## src/rtl/cpu_pkg.sv

```systemverilog
// Shared definitions for the accumulator CPU control path: opcodes, ALU and
// accumulator-source codes, and the sequencer state encoding.
package cpu_pkg;

   localparam logic [3:0] OP_NOP = 4'h0;
   localparam logic [3:0] OP_LDA = 4'h1;
   localparam logic [3:0] OP_STA = 4'h2;
   localparam logic [3:0] OP_ADD = 4'h3;
   localparam logic [3:0] OP_SUB = 4'h4;
   localparam logic [3:0] OP_AND = 4'h5;
   localparam logic [3:0] OP_OR  = 4'h6;
   localparam logic [3:0] OP_XOR = 4'h7;
   localparam logic [3:0] OP_JMP = 4'h8;
   localparam logic [3:0] OP_JZ  = 4'h9;
   localparam logic [3:0] OP_JC  = 4'hA;
   localparam logic [3:0] OP_IN  = 4'hB;
   localparam logic [3:0] OP_OUT = 4'hC;
   localparam logic [3:0] OP_LDI = 4'hD;
   localparam logic [3:0] OP_HLT = 4'hF;

   localparam logic [2:0] ALU_ADD = 3'd0;
   localparam logic [2:0] ALU_SUB = 3'd1;
   localparam logic [2:0] ALU_AND = 3'd2;
   localparam logic [2:0] ALU_OR  = 3'd3;
   localparam logic [2:0] ALU_XOR = 3'd4;

   localparam logic [1:0] SRC_ALU = 2'd0;
   localparam logic [1:0] SRC_MEM = 2'd1;
   localparam logic [1:0] SRC_IN  = 2'd2;
   localparam logic [1:0] SRC_IMM = 2'd3;

   typedef enum logic [2:0] {
      S_IDLE   = 3'd0,
      S_FETCH  = 3'd1,
      S_DECODE = 3'd2,
      S_MEM    = 3'd3,
      S_IN     = 3'd4,
      S_HALT   = 3'd5
   } state_t;

   // Memory-operand ALU opcodes (ADD..XOR) share one code space offset by OP_ADD.
   function automatic logic is_alu_op(input logic [3:0] op);
      return (op >= OP_ADD) && (op <= OP_XOR);
   endfunction

   function automatic logic [2:0] alu_code(input logic [3:0] op);
      logic [3:0] d;
      d = op - OP_ADD;
      return d[2:0];
   endfunction

endpackage

```

## src/rtl/cpu_mem_watchdog.sv

```systemverilog
// Counts consecutive cycles a memory request waits without an ack and flags
// expiry on the TIMEOUT-th such cycle.
module cpu_mem_watchdog #(
   parameter int TIMEOUT = 15
) (
   input  logic clk_in,
   input  logic reset,
   input  logic wait_cyc,
   output logic expire
);

   logic [7:0] count;

   // Count only while a request is outstanding; any other cycle restarts it.
   always_ff @(posedge clk_in or posedge reset) begin
      if (reset)
         count <= 8'd0;
      else if (wait_cyc)
         count <= count + 8'd1;
      else
         count <= 8'd0;
   end

   // An ack arriving on the final cycle suppresses expiry because wait_cyc is low.
   assign expire = wait_cyc && (count == 8'(TIMEOUT - 1));

endmodule

```

## src/rtl/cpu_ctrl_sequencer.sv

```systemverilog
// Multicycle fetch/decode/execute sequencer for the 8-bit accumulator CPU.
//
// state    | meaning
// S_IDLE   | one bubble after reset release, no strobes
// S_FETCH  | read instruction at PC; on ack load IR and bump PC
// S_DECODE | act on opcode: immediate/jump/out done here, else dispatch
// S_MEM    | operand access at ir[ADW-1:0]; read or write by opcode
// S_IN     | wait for input register to hold fresh data
// S_HALT   | stopped by HLT or memory timeout; left only by reset
module cpu_ctrl_sequencer
   import cpu_pkg::*;
#(
   parameter int ADW     = 4,
   parameter int TIMEOUT = 15
) (
   input  logic       clk_in,
   input  logic       reset,
   input  logic [7:0] ir,
   input  logic       zero_flag,
   input  logic       carry_flag,
   input  logic       mem_ack,
   input  logic       in_valid,
   output logic       mem_req,
   output logic       mem_we,
   output logic       addr_sel,
   output logic       ir_load,
   output logic       pc_inc,
   output logic       pc_load,
   output logic       acc_load,
   output logic [1:0] acc_src,
   output logic [2:0] alu_op,
   output logic       out_load,
   output logic       in_ack,
   output logic       halted,
   output logic       fault
);

   state_t     state, state_next;
   logic [3:0] op;
   logic       expire;
   logic       unused_operand;

   assign op = ir[7:4];
   // The operand field feeds the datapath address mux, not the sequencer.
   assign unused_operand = ^ir[ADW-1:0];

   cpu_mem_watchdog #(.TIMEOUT(TIMEOUT)) u_watchdog (
      .clk_in   (clk_in),
      .reset    (reset),
      .wait_cyc (mem_req && !mem_ack),
      .expire   (expire)
   );

   // State register.
   always_ff @(posedge clk_in or posedge reset) begin
      if (reset)
         state <= S_IDLE;
      else
         state <= state_next;
   end

   // Halted mirrors the upcoming state; fault latches a timeout until reset.
   always_ff @(posedge clk_in or posedge reset) begin
      if (reset) begin
         halted <= 1'b0;
         fault  <= 1'b0;
      end else begin
         halted <= (state_next == S_HALT);
         fault  <= fault | expire;
      end
   end

   // Next-state selection.
   always_comb begin
      state_next = state;
      case (state)
         S_IDLE:   state_next = S_FETCH;
         S_FETCH: begin
            if (mem_ack)     state_next = S_DECODE;
            else if (expire) state_next = S_HALT;
         end
         S_DECODE: begin
            case (op)
               OP_LDA, OP_STA, OP_ADD, OP_SUB,
               OP_AND, OP_OR, OP_XOR:          state_next = S_MEM;
               OP_IN:                          state_next = S_IN;
               OP_HLT:                         state_next = S_HALT;
               default:                        state_next = S_FETCH;
            endcase
         end
         S_MEM: begin
            if (mem_ack)     state_next = S_FETCH;
            else if (expire) state_next = S_HALT;
         end
         S_IN:     if (in_valid) state_next = S_FETCH;
         S_HALT:   state_next = S_HALT;
         default:  state_next = S_IDLE;
      endcase
   end

   // Strobe decode from state, opcode, flags and handshake inputs.
   always_comb begin
      mem_req  = 1'b0;
      mem_we   = 1'b0;
      addr_sel = 1'b0;
      ir_load  = 1'b0;
      pc_inc   = 1'b0;
      pc_load  = 1'b0;
      acc_load = 1'b0;
      acc_src  = SRC_ALU;
      alu_op   = ALU_ADD;
      out_load = 1'b0;
      in_ack   = 1'b0;
      case (state)
         S_FETCH: begin
            mem_req = 1'b1;
            ir_load = mem_ack;
            pc_inc  = mem_ack;
         end
         S_DECODE: begin
            case (op)
               OP_LDI: begin
                  acc_load = 1'b1;
                  acc_src  = SRC_IMM;
               end
               OP_JMP:  pc_load  = 1'b1;
               OP_JZ:   pc_load  = zero_flag;
               OP_JC:   pc_load  = carry_flag;
               OP_OUT:  out_load = 1'b1;
               default: ;
            endcase
         end
         S_MEM: begin
            mem_req  = 1'b1;
            addr_sel = 1'b1;
            mem_we   = (op == OP_STA);
            if (mem_ack) begin
               if (op == OP_LDA) begin
                  acc_load = 1'b1;
                  acc_src  = SRC_MEM;
               end else if (is_alu_op(op)) begin
                  acc_load = 1'b1;
                  acc_src  = SRC_ALU;
                  alu_op   = alu_code(op);
               end
            end
         end
         S_IN: begin
            if (in_valid) begin
               acc_load = 1'b1;
               acc_src  = SRC_IN;
               in_ack   = 1'b1;
            end
         end
         default: ;
      endcase
   end

endmodule

```

## config.mk

```make
export PLATFORM = sky130hd
export DESIGN_NAME = cpu_ctrl_sequencer
export DESIGN_NICKNAME = d
export VERILOG_FILES = /design/src/rtl/cpu_pkg.sv /design/src/rtl/cpu_mem_watchdog.sv /design/src/rtl/cpu_ctrl_sequencer.sv
export SDC_FILE = /design/constraint.sdc
export NUM_CORES = 1
export LEC_CHECK = 0
export CAP_MARGIN = 20
export CORE_MARGIN = 3
export CORE_UTILIZATION = 25
export CTS_BUF_LIST = sky130_fd_sc_hd__clkbuf_4 sky130_fd_sc_hd__clkbuf_8
export DETAILED_ROUTE_END_ITERATION = 10
export MAX_ROUTING_LAYER = met4
export PLACE_DENSITY_LB_ADDON = 0.2
export SLEW_MARGIN = 20
export SYNTH_ARGS = -nofsm -noshare
export SYNTH_HDL_FRONTEND = slang
export SYNTH_HIERARCHICAL = 1
export SYNTH_SLANG_ARGS = --single-unit
```

## constraint.sdc

```tcl
create_clock -name clk_in -period 3.6 [get_ports clk_in]
set_clock_uncertainty 0.15 [all_clocks]
set_input_delay 1.08 -clock clk_in [delete_from_list [all_inputs] [get_ports clk_in]]
set_output_delay 1.08 -clock clk_in [all_outputs]
set_load 0.01 [all_outputs]
```

==> run_results.csv <==
group,metric,value,unit
synth,synth_warnings,6,
global_route,grt_overflow_total,0,
layout,diodes,0,
drt,ant_nets,0,
placement,placed_area,0.001294,mm²
drt,vias,885,
placement,io_buffer_count,25,
power,leakagePower,0.6968,nW
timing,period_share,97.97,%
clock_network,h-tree-depth,1,
critical_path,crit_arrival,2300,ps
global_route,antenna_found_initial,0,
synth,netlist_area,917.1,µm²
placement,dp_hpwl,1667,µm
clock_network,tritoncts,"built",
timing,fin_crit,3527,ps
synth,ys.flop_type,"dfrtp_1",
die,fp.dieW,66.57,µm
power,p_per_area,438.7,mW/mm²
synth,synth_cells,103,
drt,wl_per_cell,11.45,µm
synth,synth_area_leader_cell,"dfrtp_1",
global_route,grt_max_degree,13,
timing,clock.fmax,283.5,MHz
layout,nets,169,
synth,synth_seq_area_share,35.47,%
drt,wirelength,2209,µm
timing,worstMarginPinSlew,522.7,ps
layout,area_delta_synth_final,52.11,%
clock_network,worstSkewPairLatency,240,ps
synth,synth.most_common_cell,"dfrtp_1",
die,core_area,0.003442,mm²
synth,ys_seq_elements,13,
outcome,status,"finished clean",
clock_network,clk_pin_slew,50,ps
drt,first_iter_violations,28,
power,power,0.6120,mW
placement,gp_congestion,0.7578,
layout,multi_input_area,560.5,µm²
synth,synth_common_cells,"13 x dfrtp_1, 7 x ha_1, 7 x nand2_1, 7 x nand3_1",
global_route,grt_pass1_wl,3967,µm
layout,seq_area,325.3,µm²
clock_network,root_buffer,"clkbuf_8",
die,boundaryPins,30,
die,dieHeight,66.57,µm
critical_path,cp_max_fo,3,
critical_path,worst_ep_required_time,2370,ps
critical_path,start_kind,"input port",
synth,synth_edf_count,0,
synth,yosys-top-cells-area,"dfrtp_1 35%, ha_1 9.5%, and2_1 4.1%, nand2b_1 4.1%, nor2b_1 4.1%",
drt,drt_first_pass_iters,4,
synth,yosys.area.top_type_share,35.47,%
power,ir_drop,0.2838,mV
synth,syn-num-nets,124,
global_route,grt_pass1_vias,937,
job,drv_cap,0,
global_route,grt_usage,11.72,%
timing,final_max_slew_viol_count,0,
timing,setup_violations,0,
clock_network,cts.sinks,13,
synth,async_flop_share,100.0,%
timing,max_slew_margin,64.83,%
die,initial_core_util,26.64,%
layout,nFillCells,361,
drt,drc,0,
critical_path,end_kind,"output port",
drt,vias_per_cell,4.585,
critical_path,setup.worst_path.class,"input port to output port",
layout,drive_gt1_share,27.21,%
synth,synth_area_per_cell,8.904,µm²
die,rows,21,
synth,synth_cell_types,39,
clock_network,max-clock-path-buffers,2,
min_path,hp-class,"flop to flop",
die,die_area,0.004432,mm²
clock_network,cts_made_buffers,3,
timing,finalHoldViolCount,0,
layout,design_area,0.001395,mm²
[cell type report]
class	count	share of cell area, %
Multi-Input combinational cell	78	40.18
Timing Repair Buffer	46	27.26
Sequential cell	13	23.32
Tap cell	46	4.126
Clock buffer	4	3.498
Inverter	6	1.614
[state kept, by name, summed over array words and instances, names as in the netlist]
register	flops
u_watchdog/count	8
fault	1
state	3
halted	1
[final timing paths]
check                         start             endpoint  slack (ps)  cells past startpoint
min reg2reg                   fault                fault         320                      1
max reg2reg                state[0]               halted        1270                      7
max                           ir[7]           acc_src[0]          70                      7
min                           fault                fault         320                      1
max in group asynchronous     reset  u_watchdog/count[0]        2100                      2
min in group asynchronous     reset             state[1]         910                      2
[report_power, final]
group	switching, mW	total [mW]	internal (mW)
Combinational	0.108	0.252	0.145
Sequential	0.0478	0.220	0.172
Clock	0.0537	0.139	0.0857
[routing by layer]
metal  vias up  GRT usage, %  share of wire [%]
met5         -             -                  0
met4         0         3.807               0.77
met3         2         3.204                4.0
met2        17         20.17                 53
met1       426         13.10                 42
li1        440             -                  -
[worst max-delay path, stage by stage]
cell and delay (ps):
dlygate4sd2_1 270, and4bb_2 240, buf_4 130, nand2_1 60, o21ai_0 70, and2_1 170, dlygate4sd2_1 280
[stage by stage]
step / utilization [%] / setup WS [ps] / TNS (ps) / std cells / hold WS (ps)
6_report: 40.53 / 72.91 / 0 / 193 / 321.6
5_1_grt: 40.53 / -4.228 / -4.228 / 193 / 336.6
4_1_cts: 40.13 / 10.93 / 0 / 191 / 320.9
3_3_place_gp: 37.59 / -532.1 / -4368 / 182 / 298.8
3_5_place_dp: 37.59 / -522.7 / -4438 / 182 / 308.3
2_1_floorplan: - / 509.4 / 0 / 103 / 337.9
[timing repair]
action                                 CTS  global route
resized for setup                       25            11
pin swaps                                0             1
gates cloned                             0             0
buffers inserted                         5             2
hold buffers                             0             0
setup endpoints to repair               12             7
endpoints found under the hold margin    0             0
[cells by family after synthesis]
| logic type | share of synthesized area, % |
|---|---|
| AOI/OAI and AO/OA | 10.37 |
| xor gates and xnor gates | 2.865 |
| adders and majority gates | 9.549 |
| buffers and inverters | 6.412 |
| DFF | 35.47 |
| muxes | 2.183 |
| and+or+nand+nor | 33.15 |
[cell usage in the layout (no fill, tap or decap), types with 2 or more instances in the layout]
master	synthesis	routed
buf_4	1	21
dfrtp_1	13	13
dlygate4sd2_1	0	9
clkdlybuf4s50_1	0	8
nand2_1	7	7
nand3_1	7	7
ha_1	7	7
inv_1	6	6
and2_1	6	6
nand2b_1	6	6
nor2b_1	6	5
nor2_1	5	5
clkbuf_2	0	4
a21oi_1	3	3
clkbuf_8	0	3
and3_1	2	2
nor3b_2	0	2
o21ai_0	2	2
clkdlybuf4s15_1	0	2
mux2i_1	2	2
xnor2_1	2	2
(Power assumes the default switching activity.)
